### config.mk
export PLATFORM = sky130hd
export DESIGN_NAME = vrf_wb_sequencer
export DESIGN_NICKNAME = d
export VERILOG_FILES = /design/src/rtl/vrf_pkg.sv /design/src/rtl/vrf_wb_fifo.sv /design/src/rtl/vrf_wb_sequencer.sv
export SDC_FILE = /design/constraint.sdc
export NUM_CORES = 1
export LEC_CHECK = 0
export ABC_AREA = 1
export CORE_ASPECT_RATIO = 0.75
export CORE_MARGIN = 1.5
export CORE_UTILIZATION = 46
export CTS_BUF_LIST = sky130_fd_sc_hd__clkbuf_8
export DETAILED_ROUTE_END_ITERATION = 8
export HOLD_SLACK_MARGIN = 0.1
export PLACE_DENSITY = 0.69
export SETUP_SLACK_MARGIN = 0.4
export SKIP_LAST_GASP = 1
export SLEW_MARGIN = 20
export SYNTH_ARGS = -nofsm -noshare
export SYNTH_HDL_FRONTEND = slang
export SYNTH_HIERARCHICAL = 1
export SYNTH_SLANG_ARGS = --single-unit
export TNS_END_PERCENT = 5
### constraint.sdc
create_clock -name clk_i -period 2.5 [get_ports clk_i]
set_input_delay 0.25 -clock clk_i [delete_from_list [all_inputs] [get_ports clk_i]]
set_output_delay 0.25 -clock clk_i [all_outputs]
set_load 0.02 [all_outputs]
### src/rtl/vrf_pkg.sv
// Shared vector register file definitions.
// State encoding and default geometry for the lane writeback path.
package vrf_pkg;

    localparam int VRF_DATA_WIDTH = 32;
    localparam int VRF_REG_NUM    = 32;
    localparam int VRF_ELEMS      = 4;

    typedef enum logic [1:0] {
        IDLE  = 2'd0,
        REQ   = 2'd1,
        WRITE = 2'd2,
        DONE  = 2'd3
    } wb_state_t;

endpackage

### src/rtl/vrf_wb_fifo.sv
// Result FIFO for the writeback sequencer.
// Extra pointer bit separates full from empty; storage clears on reset.
module vrf_wb_fifo #(
    parameter int DATA_WIDTH = 32,
    parameter int FIFO_DEPTH = 4
) (
    input  logic                  clk_i,
    input  logic                  resetn_i,
    input  logic                  push_i,
    input  logic [DATA_WIDTH-1:0] data_i,
    input  logic                  pop_i,
    output logic                  full_o,
    output logic                  empty_o,
    output logic [DATA_WIDTH-1:0] head_o
);

    localparam int PW = $clog2(FIFO_DEPTH) + 1;
    localparam int AW = PW - 1;
    localparam logic [PW-1:0] PTR_ONE = PW'(1);

    logic [DATA_WIDTH-1:0] mem_q [FIFO_DEPTH];
    logic [PW-1:0]         wr_ptr_q, wr_ptr_d;
    logic [PW-1:0]         rd_ptr_q, rd_ptr_d;
    logic                  do_push;
    logic                  do_pop;

    assign empty_o = (wr_ptr_q == rd_ptr_q);
    assign full_o  = (wr_ptr_q[AW-1:0] == rd_ptr_q[AW-1:0]) &&
                     (wr_ptr_q[AW] != rd_ptr_q[AW]);
    assign head_o  = mem_q[rd_ptr_q[AW-1:0]];

    assign do_push = push_i && !full_o;
    assign do_pop  = pop_i && !empty_o;

    // Pointer advance on accepted push/pop.
    always_comb begin
        wr_ptr_d = wr_ptr_q;
        rd_ptr_d = rd_ptr_q;
        if (do_push) wr_ptr_d = wr_ptr_q + PTR_ONE;
        if (do_pop)  rd_ptr_d = rd_ptr_q + PTR_ONE;
    end

    // Pointers and storage; reset discards any held results.
    always_ff @(posedge clk_i or negedge resetn_i) begin
        if (!resetn_i) begin
            wr_ptr_q <= '0;
            rd_ptr_q <= '0;
            for (int i = 0; i < FIFO_DEPTH; i++) begin
                mem_q[i] <= '0;
            end
        end else begin
            wr_ptr_q <= wr_ptr_d;
            rd_ptr_q <= rd_ptr_d;
            if (do_push) begin
                mem_q[wr_ptr_q[AW-1:0]] <= data_i;
            end
        end
    end

endmodule

### src/rtl/vrf_wb_sequencer.sv
// Lane writeback sequencer: FIFOs ALU results, replays them into the VRF.
// Optional VRF_WB_MASK_EN gates element writes with mask_i.
module vrf_wb_sequencer
    import vrf_pkg::*;
#(
    parameter int DATA_WIDTH = VRF_DATA_WIDTH,
    parameter int REG_NUM    = VRF_REG_NUM,
    parameter int ELEMS      = VRF_ELEMS,
    parameter int FIFO_DEPTH = 4,
    localparam int ADDR_B    = $clog2(REG_NUM),
    localparam int ELEM_B    = $clog2(ELEMS)
) (
    input  logic                  clk_i,
    input  logic                  resetn_i,
    input  logic                  wb_start_i,
    input  logic [ADDR_B-1:0]     wb_addr_i,
    input  logic [ELEM_B:0]       wb_elems_i,
    input  logic                  res_valid_i,
    input  logic [DATA_WIDTH-1:0] res_data_i,
    output logic                  res_ready_o,
    input  logic [DATA_WIDTH-1:0] mask_i,
    output logic                  wr_req_o,
    output logic                  wr_en_o,
    output logic                  wr_ready_o,
    output logic [ADDR_B-1:0]     wr_addr_o,
    output logic [ELEM_B-1:0]     wr_elem_cnt_o,
    output logic [DATA_WIDTH-1:0] wdata_o,
    output logic                  busy_o,
    output logic                  done_o
);

    localparam logic [ELEM_B:0] CNT_ONE = (ELEM_B + 1)'(1);

    wb_state_t           state_q, state_d;
    logic [ADDR_B-1:0]   addr_q, addr_d;
    logic [ELEM_B:0]     elems_q, elems_d;
    logic [ELEM_B:0]     cnt_q, cnt_d;

    logic                fifo_full;
    logic                fifo_empty;
    logic                fifo_push;
    logic                pop;
    logic                last;
    logic                mask_ok;

    assign fifo_push = res_valid_i && !fifo_full;
    assign pop       = (state_q == WRITE) && !fifo_empty;
    assign last      = (cnt_q == elems_q - CNT_ONE);

    vrf_wb_fifo #(
        .DATA_WIDTH (DATA_WIDTH),
        .FIFO_DEPTH (FIFO_DEPTH)
    ) u_fifo (
        .clk_i    (clk_i),
        .resetn_i (resetn_i),
        .push_i   (fifo_push),
        .data_i   (res_data_i),
        .pop_i    (pop),
        .full_o   (fifo_full),
        .empty_o  (fifo_empty),
        .head_o   (wdata_o)
    );

`ifdef VRF_WB_MASK_EN
    localparam int MIDX_B = $clog2(DATA_WIDTH);
    logic [MIDX_B-1:0] mask_idx;
    assign mask_idx = MIDX_B'(cnt_q[ELEM_B-1:0]);
    assign mask_ok  = mask_i[mask_idx];
`else
    logic unused_mask;
    assign unused_mask = ^mask_i;
    assign mask_ok     = 1'b1;
`endif

    // Next-state: instruction latch, element counter, FSM.
    always_comb begin
        state_d = state_q;
        addr_d  = addr_q;
        elems_d = elems_q;
        cnt_d   = cnt_q;
        unique case (state_q)
            IDLE: begin
                if (wb_start_i) begin
                    addr_d  = wb_addr_i;
                    elems_d = wb_elems_i;
                    cnt_d   = '0;
                    state_d = (wb_elems_i == '0) ? DONE : REQ;
                end
            end
            REQ: begin
                state_d = WRITE;
            end
            WRITE: begin
                if (pop) begin
                    cnt_d = cnt_q + CNT_ONE;
                    if (last) state_d = DONE;
                end
            end
            DONE: begin
                state_d = IDLE;
            end
            default: begin
                state_d = IDLE;
            end
        endcase
    end

    // Sequencer state registers.
    always_ff @(posedge clk_i or negedge resetn_i) begin
        if (!resetn_i) begin
            state_q <= IDLE;
            addr_q  <= '0;
            elems_q <= '0;
            cnt_q   <= '0;
        end else begin
            state_q <= state_d;
            addr_q  <= addr_d;
            elems_q <= elems_d;
            cnt_q   <= cnt_d;
        end
    end

    assign res_ready_o   = !fifo_full;
    assign wr_req_o      = (state_q == REQ);
    assign wr_en_o       = pop && mask_ok;
    assign wr_ready_o    = pop && last;
    assign wr_addr_o     = addr_q;
    assign wr_elem_cnt_o = cnt_q[ELEM_B-1:0];
    assign busy_o        = (state_q != IDLE);
    assign done_o        = (state_q == DONE);

endmodule

==> impl_metrics.env <==
export IMPL_fill_count=1434
export IMPL_post_drt_wl_per_cell_um=17.9
export IMPL_tritoncts_num_buffers=17
export IMPL_worstSkewPairLatency_ps=460
export IMPL_grt_antenna_before_repair=0
export IMPL_outcome="finished clean"
export IMPL_max_cap_violations=0
export IMPL_ios=121
export IMPL_clkSlewWorstSetupHoldPaths_ps=80
export IMPL_post_synth_top_area_fraction_pct=50.0
export IMPL_postSynthRegisterBits=147
export IMPL_worst_slew_pin_slew_ps=473
export IMPL_globalRoute_totalOverflow=0
export IMPL_core_area_sq_um=15400
export IMPL_placed_cells=1141
export IMPL_power_clock_fraction_pct=17.3
export IMPL_syn_to_final_growth_pct=23.0
export IMPL_finalSetupViolCount=0
export IMPL_row_count=39
export IMPL_post_synth_num_cell_types=27
export IMPL_finalHoldViolCount=0
export IMPL_syn_area_sq_um=7350
export IMPL_final_total_negative_setup_slack_ps=0
export IMPL_final_util_pct=58.6
export IMPL_insertedDiodeCount=0
export IMPL_vdd_ir_drop_max_v=0.000719
export IMPL_critPathLaunchType="flop"
export IMPL_antenna_violating_nets_post_route=0
export IMPL_grt_setup_unrepaired="yes"
export IMPL_clock_tree_buffer_depth=2
export IMPL_power_share_sequential_pct=30.8
export IMPL_vias=6800
export IMPL_r2r_end="u_fifo/mem_q[37]$_DFFE_PN0P_"
export IMPL_syn_nets=986
export IMPL_netlist_top_cells_area="sky130_fd_sc_hd__dfrtp_1 50%, sky130_fd_sc_hd__nand2_1 15%, sky130_fd_sc_hd__nand4_1 11%"
export IMPL_drt_initial_drc_count=577
export IMPL_place_gp_congestion=0.793
export IMPL_overall_routed_net_length_mm=21.2
export IMPL_critical_path_arrival_ps=1960
export IMPL_track_usage_pct=26.1
export IMPL_maxClockFrequency_ghz=0.453
export IMPL_die_height_um=112
export IMPL_worst_slew_margin_rel_pct=68.5
export IMPL_total_switching_power_mw=5.96
export IMPL_regToRegSetupSlack_ps=450
export IMPL_layout_worst_path_cycle_share_pct=88.4
export IMPL_power_combinational_fraction_pct=51.9
export IMPL_die_w_um=149
export IMPL_cts_tree="yes"
export IMPL_clock_skew_ps=9.52
export IMPL_yosysSeqAreaShare_pct=50.0
export IMPL_timing_max_transition_violations_final=0
export IMPL_first_global_vias=6539
export IMPL_power_density_cell_area_nw_per_um2=1470
export IMPL_power_switching_share_pct=45.0
export IMPL_cp_data_required_time_ps=2250
export IMPL_timing_critical_path_fanout_max=32
export IMPL_timing_final_ws_setup_ps=291
export IMPL_cts_root_buffer="sky130_fd_sc_hd__clkbuf_8"
export IMPL_postSynthCellCount=898
export IMPL_min_path_type="in -> async"
export IMPL_die_area_sq_um=16800
export IMPL_floorplan_initialDensity_pct=47.7
export IMPL_cellInternalPower_mw=7.28
export IMPL_grt_max_degree=106
export IMPL_synthesis_yosys_warnings=6
export IMPL_viasPerCell=5.74
export IMPL_finalNonFillerCells=1184
export IMPL_h_tree_depth=4
export IMPL_area_sequential_sq_um=3680
export IMPL_drt_first_pass_iters=7
export IMPL_fraction_of_final_layout_cells_with_drive_strength_greater_than_1_pct=11.4
export IMPL_rr_startpoint="u_fifo/wr_ptr_q[1]$_DFFE_PN0P_"
export IMPL_grt_pass1_wl_mm=34.4
export IMPL_setup_worst_path_end_class="primary output"
export IMPL_critPathKind="reg -> out"
export IMPL_hold_worst_slack_ps=293
export IMPL_cts_sinks=147
export IMPL_fin_crit_ps=2210
export IMPL_worst_r2r_path_depth=10
export IMPL_leakagePower_nw=4.50
export IMPL_multiInputGateArea_sq_um=3230
export IMPL_post_synth_top_area_cell="sky130_fd_sc_hd__dfrtp_1"
export IMPL_place_hpwl_mm=11.9
export IMPL_nets=1054
export IMPL_avgSynthCellArea_sq_um=8.19
export IMPL_post_route_drc=0
export IMPL_placement_io_buffers=88
export IMPL_dp_slack_ps=302
cell usage in the layout (no fill, tap or decap), drive strengths merged:
master,netlist,layout
mux2,5,5
bufinv,0,6
ha,12,12
dfrtp,147,147
o21ai,71,71
xor2,1,1
dlygate4sd2,0,29
inv,24,24
clkdlybuf4s15,0,1
clkinvlp,0,3
a21oi,3,3
nor2,71,71
o22ai,32,32
nand4,129,129
nand3,18,18
nor3,1,1
xnor2,1,1
clkdlybuf4s50,0,52
dlygate4sd3,0,1
nand2,301,301
clkbuf,46,21
buf,36,44
dlymetal6s2s,0,2
clkinv,0,4
per-layer routing:
metal / GRT usage (%) / up-vias / wire length, um
li1: - / 3191 / -
met1: 38.1 / 3296 / 9640
met2: 39.0 / 278 / 9540
met3: 5.24 / 35 / 1750
met4: 8.05 / 0 / 290
met5: 0 / - / 0
cells by family after synthesis:
kind of cell	synth area share, %
AND/OR/NAND/NOR	31.8
buffers and inverters	7.05
multiplexers	0.919
flip-flops	50.0
AO/OA/AOI/OAI	7.91
adder cells (fa/ha/maj)	2.04
XOR/XNOR	0.238
critical path: stages, from the launching register on:
cell                            delay (ps)
sky130_fd_sc_hd__dfrtp_2               400
sky130_fd_sc_hd__buf_4                 140
sky130_fd_sc_hd__buf_16                200
sky130_fd_sc_hd__o21ai_0               120
sky130_fd_sc_hd__o22ai_1               260
sky130_fd_sc_hd__dlygate4sd2_1         370
area by class of cell:
| class | instances | share of cell area, % |
|---|---|---|
| sequential | 147 | 40.7 |
| clock buffer | 19 | 2.89 |
| tap | 205 | 2.84 |
| timing repair buffer | 131 | 14.3 |
| inverter | 24 | 1.02 |
| multi-input combinational | 645 | 35.7 |
| clock inverter | 13 | 2.55 |
worst max path at each step:
stage | slack, ps | to | start | depth (start not counted)
finish | 290 | wdata_o[4] | u_fifo/rd_ptr_q[0]$_DFFE_PN0P_ | 5
detailed placement | 300 | u_fifo/mem_q[80]$_DFFE_PN0P_ | u_fifo/wr_ptr_q[0]$_DFFE_PN0P_ | 9
floorplan | 480 | u_fifo/mem_q[89]$_DFFE_PN0P_ | u_fifo/rd_ptr_q[1]$_DFFE_PN0P_ | 14
global placement | 300 | wr_ready_o | u_fifo/wr_ptr_q[0]$_DFFE_PN0P_ | 7
CTS | 130 | wdata_o[29] | u_fifo/rd_ptr_q[0]$_DFFE_PN0P_ | 4
global route | 210 | wdata_o[17] | u_fifo/rd_ptr_q[0]$_DFFE_PN0P_ | 5
repair_timing:
item | 4_1_cts | 5_1_grt
endpoints found under the hold margin | 45 | 0
endpoints found under the setup margin | 69 | 107
gates resized for setup | 53 | 13
hold buffers | 1 | 0
cloned | 1 | 1
pin swaps | 1 | 3
buffers inserted | 3 | 5
cell usage after synthesis, drive strengths merged:
| master | number |
|---|---|
| mux2 | 5 |
| a21oi | 3 |
| o22ai | 32 |
| nand4 | 129 |
| o21ai | 71 |
| buf | 36 |
| nand2 | 301 |
| nor3 | 1 |
| dfrtp | 147 |
| xor2 | 1 |
| ha | 12 |
| inv | 24 |
| nor2 | 71 |
| xnor2 | 1 |
| nand3 | 18 |
| clkbuf | 46 |
sequential cells by signal, summed over array words and instances, names as in the netlist:
signal	count
u_fifo/rd_ptr_q	3
u_fifo/wr_ptr_q	3
u_fifo/mem_q	128
cnt_q	3
wr_addr_o	5
elems_q	3
state_q	2
per-stage QoR:
stage | total power, mW | cell area (sq um)
CTS | 13.1 | 8950
global route | 14.2 | 9040
finish | 13.2 | 9040
detailed placement | 10.9 | 8380
global placement | 10.8 | 8380
floorplan | 8.42 | 7360
power groups by stage:
stage	Combinational (mW)	Clock (mW)	Sequential [mW]
3_5_place_dp	6.79	0	4.11
5_1_grt	7.55	2.43	4.21
2_1_floorplan	4.41	0	4.01
3_3_place_gp	6.71	0	4.07
4_1_cts	6.68	2.32	4.08
6_report	6.87	2.29	4.08
No activity file was read; power rests on OpenSTA's default activity.
